[src/rtl/sr_latch_en_arbiter_if.sv]
// Requester-side bundle for sr_latch_en_arbiter: per-requester request/op
// lines in, one-hot grant and completion status out.
interface sr_latch_en_arbiter_if #(
  parameter int NREQ = 4
);
  logic [NREQ-1:0] req;
  logic [NREQ-1:0] op;
  logic [NREQ-1:0] gnt;
  logic            busy;
  logic            done;
  logic            err;

  // Requester logic drives req/op and watches the status lines.
  modport master (output req, output op, input gnt, input busy, input done, input err);
  // The arbiter consumes req/op and drives the status lines.
  modport slave  (input req, input op, output gnt, output busy, output done, output err);
endinterface

[src/rtl/sr_latch_en_arbiter.sv]
// Round-robin arbiter and sequencer sharing one gated SR latch between NREQ
// requesters. Each granted operation runs SETUP -> PULSE -> HOLD -> CHECK so
// that S/R are stable around both EN edges, then the latch is read back.
// Every output is a flop, loaded from the decode of the next state.
module sr_latch_en_arbiter #(
  parameter int NREQ         = 4,
  parameter int PULSE_CYCLES = 2,
  parameter int HOLD_CYCLES  = 1
) (
  input  logic                        clk,
  input  logic                        rst,
  sr_latch_en_arbiter_if.slave        bus,
  output logic                        S,
  output logic                        R,
  output logic                        EN,
  input  logic                        Q,
  input  logic                        Qbar
);

  localparam int PW   = (NREQ > 1) ? $clog2(NREQ) : 1;
  localparam int CMAX = (PULSE_CYCLES > HOLD_CYCLES) ? PULSE_CYCLES : HOLD_CYCLES;
  localparam int CW   = (CMAX > 1) ? $clog2(CMAX + 1) : 1;

  typedef enum logic [2:0] {
    IDLE  = 3'd0,
    SETUP = 3'd1,
    PULSE = 3'd2,
    HOLD  = 3'd3,
    CHECK = 3'd4
  } state_t;

  state_t          state, state_next;
  logic [CW-1:0]   cnt, cnt_next;
  logic [PW-1:0]   ptr, ptr_next;
  logic [PW-1:0]   gidx, gidx_next;
  logic            cur_op, cur_op_next;
  logic [PW-1:0]   pick_idx;
  logic            pick_valid;
  logic [PW:0]     cand;
  logic [NREQ-1:0] gnt_next;
  logic            busy_next, done_next, err_next;
  logic            s_next, r_next, en_next;

  // Pick the first requesting index at or after the pointer (wrapping);
  // scanning downward lets the lowest offset win the final write.
  always_comb begin
    pick_valid = 1'b0;
    pick_idx   = '0;
    cand       = '0;
    for (int i = NREQ - 1; i >= 0; i--) begin
      cand = {1'b0, ptr} + (PW + 1)'(i);
      if (cand >= (PW + 1)'(NREQ)) begin
        cand = cand - (PW + 1)'(NREQ);
      end else begin
        cand = cand;
      end
      if (bus.req[cand[PW-1:0]]) begin
        pick_valid = 1'b1;
        pick_idx   = cand[PW-1:0];
      end else begin
        pick_valid = pick_valid;
      end
    end
  end

  // Next-state sequencing and the output values to be registered with it.
  always_comb begin
    state_next  = state;
    cnt_next    = cnt;
    ptr_next    = ptr;
    gidx_next   = gidx;
    cur_op_next = cur_op;
    gnt_next    = '0;
    busy_next   = 1'b0;
    done_next   = 1'b0;
    err_next    = 1'b0;
    s_next      = 1'b0;
    r_next      = 1'b0;
    en_next     = 1'b0;

    case (state)
      IDLE: begin
        if (pick_valid) begin
          state_next  = SETUP;
          gidx_next   = pick_idx;
          cur_op_next = bus.op[pick_idx];
        end else begin
          state_next  = IDLE;
        end
      end
      SETUP: begin
        state_next = PULSE;
        cnt_next   = CW'(PULSE_CYCLES - 1);
      end
      PULSE: begin
        if (cnt == '0) begin
          state_next = HOLD;
          cnt_next   = CW'(HOLD_CYCLES - 1);
        end else begin
          cnt_next   = cnt - CW'(1);
        end
      end
      HOLD: begin
        if (cnt == '0) begin
          state_next = CHECK;
        end else begin
          cnt_next   = cnt - CW'(1);
        end
      end
      CHECK: begin
        state_next = IDLE;
        if (gidx == PW'(NREQ - 1)) begin
          ptr_next = '0;
        end else begin
          ptr_next = gidx + PW'(1);
        end
      end
      default: begin
        state_next = IDLE;
      end
    endcase

    // S/R stay fixed from SETUP through HOLD, so EN never moves with them.
    case (state_next)
      IDLE: begin
        gnt_next = '0;
      end
      SETUP, PULSE, HOLD: begin
        gnt_next  = {{(NREQ - 1){1'b0}}, 1'b1} << gidx_next;
        busy_next = 1'b1;
        s_next    = cur_op_next;
        r_next    = ~cur_op_next;
        en_next   = (state_next == PULSE);
      end
      CHECK: begin
        gnt_next  = {{(NREQ - 1){1'b0}}, 1'b1} << gidx_next;
        busy_next = 1'b1;
        done_next = 1'b1;
        err_next  = (Q != cur_op_next) || (Qbar != ~Q);
      end
      default: begin
        gnt_next = '0;
      end
    endcase
  end

  // State, counters and registered outputs; reset aborts any transaction.
  always_ff @(posedge clk) begin
    if (rst) begin
      state    <= IDLE;
      cnt      <= '0;
      ptr      <= '0;
      gidx     <= '0;
      cur_op   <= 1'b0;
      bus.gnt  <= '0;
      bus.busy <= 1'b0;
      bus.done <= 1'b0;
      bus.err  <= 1'b0;
      S        <= 1'b0;
      R        <= 1'b0;
      EN       <= 1'b0;
    end else begin
      state    <= state_next;
      cnt      <= cnt_next;
      ptr      <= ptr_next;
      gidx     <= gidx_next;
      cur_op   <= cur_op_next;
      bus.gnt  <= gnt_next;
      bus.busy <= busy_next;
      bus.done <= done_next;
      bus.err  <= err_next;
      S        <= s_next;
      R        <= r_next;
      EN       <= en_next;
    end
  end

endmodule

[src/flat_wrapper.sv]
// flat-port wrapper written by rule: the top's interface ports become plain ports
module sr_latch_en_arbiter_flat 
#(
  parameter int NREQ         = 4,
  parameter int PULSE_CYCLES = 2,
  parameter int HOLD_CYCLES  = 1
)
  (clk, rst, S, R, EN, Q, Qbar, bus_req, bus_op, bus_gnt, bus_busy, bus_done, bus_err);
  sr_latch_en_arbiter_if #(.NREQ(NREQ)) bus_i ();
  input  logic clk;
  input  logic rst;
  output logic S;
  output logic R;
  output logic EN;
  input  logic Q;
  input  logic Qbar;
  input wire logic [$bits(bus_i.req)-1:0] bus_req;
  input wire logic [$bits(bus_i.op)-1:0] bus_op;
  output wire logic [$bits(bus_i.gnt)-1:0] bus_gnt;
  output wire logic [$bits(bus_i.busy)-1:0] bus_busy;
  output wire logic [$bits(bus_i.done)-1:0] bus_done;
  output wire logic [$bits(bus_i.err)-1:0] bus_err;
  assign bus_i.req = bus_req;
  assign bus_i.op = bus_op;
  assign bus_gnt = bus_i.gnt;
  assign bus_busy = bus_i.busy;
  assign bus_done = bus_i.done;
  assign bus_err = bus_i.err;
  sr_latch_en_arbiter #(.NREQ(NREQ), .PULSE_CYCLES(PULSE_CYCLES), .HOLD_CYCLES(HOLD_CYCLES)) u_core (.clk(clk), .rst(rst), .bus(bus_i), .S(S), .R(R), .EN(EN), .Q(Q), .Qbar(Qbar));
endmodule
[config.mk]
export PLATFORM = sky130hd
export DESIGN_NAME = sr_latch_en_arbiter_flat
export DESIGN_NICKNAME = d
export VERILOG_FILES = /design/src/rtl/sr_latch_en_arbiter_if.sv /design/src/rtl/sr_latch_en_arbiter.sv /design/src/flat_wrapper.sv
export SDC_FILE = /design/constraint.sdc
export NUM_CORES = 1
export LEC_CHECK = 0
export CORE_MARGIN = 5
export CORE_UTILIZATION = 52
export DETAILED_ROUTE_END_ITERATION = 8
export PLACE_DENSITY = 0.82
export SETUP_SLACK_MARGIN = 0.15
export SYNTH_ARGS = -nofsm -noshare
export SYNTH_HDL_FRONTEND = slang
export SYNTH_SLANG_ARGS = --single-unit
[constraint.sdc]
create_clock -name clk -period 5.4 [get_ports clk]
set_input_delay 1.35 -clock clk [delete_from_list [all_inputs] [get_ports clk]]
set_output_delay 1.35 -clock clk [all_outputs]
set_load 0.005 [all_outputs]
==> impl_metrics.tcl <==
set metrics [dict create \
    status "completed" \
    clkSinkCount 20 \
    clkPwrFrac_pct 27.4 \
    p_leak_nw 0.498 \
    drtPass1Iterations 4 \
    tightest_slew_ps 461 \
    place_ws_ps 2010 \
    vias 832 \
    rsz0062_at_grt "false" \
    p_switching_uw 127 \
    finalSetupViolations 0 \
    arrival_ps 3260 \
    fmax_mhz 327 \
    areaGrowthSynthToFinish_pct 26.7 \
    power_density_nw_per_um2 347 \
    ant_nets 0 \
    power_frac_seq_pct 42.1 \
    grt.total_usage_pct 15.9 \
    ios 22 \
    dp_hpwl_um 1530 \
    vias_per_cell 5.23 \
    total_power_uw 434 \
    cp-end-kind "register" \
    period_needed_ps 3050 \
    avgSynthCellArea_um2 8.74 \
    dieWidth_um 53.6 \
    grt_pass1_wl_um 3310 \
    clock-root-buffer "clkbuf_4" \
    path_cells "clkdlybuf4s50_1 > nor2b_1 > or4_1 > nand3_1 > o221ai_2 > a221o_1 > o211a_1" \
    cp_slowest_stage_delay_ps 560 \
    cts.htree.levels 1 \
    drt_iter0_drc 20 \
    cts-resized-gates 0 \
    wl_um 1930 \
    clk_pin_slew_ps 120 \
    cp_top_family "simple AND/OR/NAND/NOR gates" \
    insertion_delay_ps 300 \
    min_period_over_period_pct 56.5 \
    synth.distinct_cells 36 \
    final_cells 159 \
    p_sw_share_pct 29.2 \
    drv_slew 0 \
    post_cts_buffers 0 \
    relSlewSlack_pct 69.2 \
    coreArea_um2 1760 \
    fin_tns_setup_ps 0 \
    ir_drop_mv 0.299 \
    cpMaxStageDelayCell "or4_1" \
    syn_area_um2 987 \
    dp.cells 155 \
    overflow 0 \
    fin_ws_ps 2350 \
    antenna_found_initial 0 \
    dieArea_um2 2870 \
    grt_pass1_vias 800 \
    finClkSkew_ps 13.8 \
    gp_congestion 0.857 \
    clock_path_buffers 2 \
    synth_ff_type "dfxtp_1" \
    path_class "in2reg" \
    rows 15 \
    yosysSeqAreaShare_pct 40.6 \
    initial_utilization_pct 56.0 \
    ys_seq_elements 20 \
    io_buffer_count 21 \
    critPathMaxFanout 3 \
    wl_per_cell_um 12.1 \
    holdBufCountCts 0 \
    async_reset_ff_share_pct 0 \
    cts_buffers 3 \
    syn_inst 113 \
    utilization_pct 70.9 \
    min_path_type "reg2reg" \
    synth_nets 129 \
    drc 0 \
    diodes 0 \
    pwr-share-comb_pct 30.5 \
    cp-start-kind "input port" \
    cts_tree "yes" \
    fp.dieH_um 53.6 \
    yosysWarnings 0 \
    drive_gt1_share_pct 8.96 \
    cap_violations 0 \
    grt_max_degree 14 \
    synth_enable_flop_cells 0 \
    hold_violations 0 \
    required_ps 5610 \
    cp_num_buf_inv 1 \
    fin_nets 151 \
    internal_power_uw 307 \
    n_fill_cell 157 \
]
## state kept, by name (all words and copies together), names as in the netlist
register,cells
u_core.ptr,2
u_core.bus.busy,1
u_core.gidx,2
u_core.bus.err,1
u_core.state,3
u_core.bus.gnt,4
u_core.EN,1
u_core.cur_op,1
u_core.bus.done,1
u_core.cnt,2
u_core.S,1
u_core.R,1
## worst reg2reg max path, cell delays in order (launching register included)
cell and delay [ps]:
dfxtp_1 420, or2_4 310, or3_1 480, o221ai_2 270
a22oi_2 110, o211a_1 230
## cells by family (layout without fill, tap and decap cells)
logic type | after synthesis | after routing | share of synthesized area (%)
flip-flops | 20 | 20 | 40.6
AO/OA/AOI/OAI | 18 | 18 | 14.6
buffers and inverters | 9 | 30 | 4.94
XOR/XNOR | 1 | 1 | 0.887
adder cells (fa/ha/maj) | 4 | 4 | 5.07
AND/OR/NAND/NOR | 58 | 58 | 30.9
multiplexers | 3 | 3 | 3.04
## cell usage in the layout (no fill, tap or decap), drive strengths merged, types with 3 or more instances in the layout
master / Yosys / final
nor3: 8 / 8
nand2: 10 / 10
mux2i: 3 / 3
inv: 5 / 5
dfxtp: 20 / 20
clkdlybuf4s50: 0 / 21
nand3: 3 / 3
nor2b: 5 / 5
a21oi: 5 / 5
nor2: 19 / 19
nand2b: 4 / 4
ha: 4 / 4
clkbuf: 2 / 3
## synthesized netlist by cell type (2+ instances only)
library cell	count	area share, %
a21boi_0	2	1.5
a21oi_1	5	2.5
buf_6	2	2.3
clkbuf_1	2	0.76
dfxtp_1	20	41
ha_1	4	5.1
inv_1	5	1.9
mux2i_1	3	3.0
nand2_1	10	3.8
nand2b_1	4	2.5
nand3_1	3	1.5
nor2_1	19	7.2
nor2b_1	4	2.5
nor3_1	8	4.1
## power by group through the flow
stage,logic (mW),registers [mW],clock network [mW]
2_1_floorplan,0.100,0.181,0
3_3_place_gp,0.129,0.185,0
3_5_place_dp,0.132,0.186,0
4_1_cts,0.134,0.183,0.122
5_1_grt,0.149,0.186,0.129
6_report,0.132,0.182,0.119
## metal layers
layer	track usage, %	vias to the layer above	wire length, um
li1	-	429	-
met1	19.0	379	834
met2	27.8	22	974
met3	4.99	2	104
met4	3.83	0	12
met5	0	-	0
## stage by stage
step	hold WS, ps	instance area [um^2]
6_report	503	1250
3_3_place_gp	481	1200
2_1_floorplan	460	987
3_5_place_dp	492	1200
5_1_grt	545	1250
4_1_cts	507	1250
## final timing paths
path	cells past startpoint	end	startpoint	slack [ps]
setup / recovery	7	u_core.bus.err	bus_req[2]	2350
hold / removal	2	u_core.ptr[1]	u_core.ptr[1]	500
setup reg to reg	5	u_core.bus.err	u_core.state[0]	3500
hold reg to reg	2	u_core.ptr[1]	u_core.ptr[1]	500
## area by class of cell
type / instances / area, um^2 / area share (%)
inverters: 5 / 18.8 / 1.50
clock inverters: 1 / 30.0 / 2.40
repair buffers: 21 / 210 / 16.8
flip-flops and latches: 20 / 400 / 32.0
clock buffers: 3 / 22.5 / 1.80
multi-input cells: 84 / 538 / 43.0
well taps: 25 / 31.3 / 2.50
Note: power is estimated with default switching activity, not from simulation.
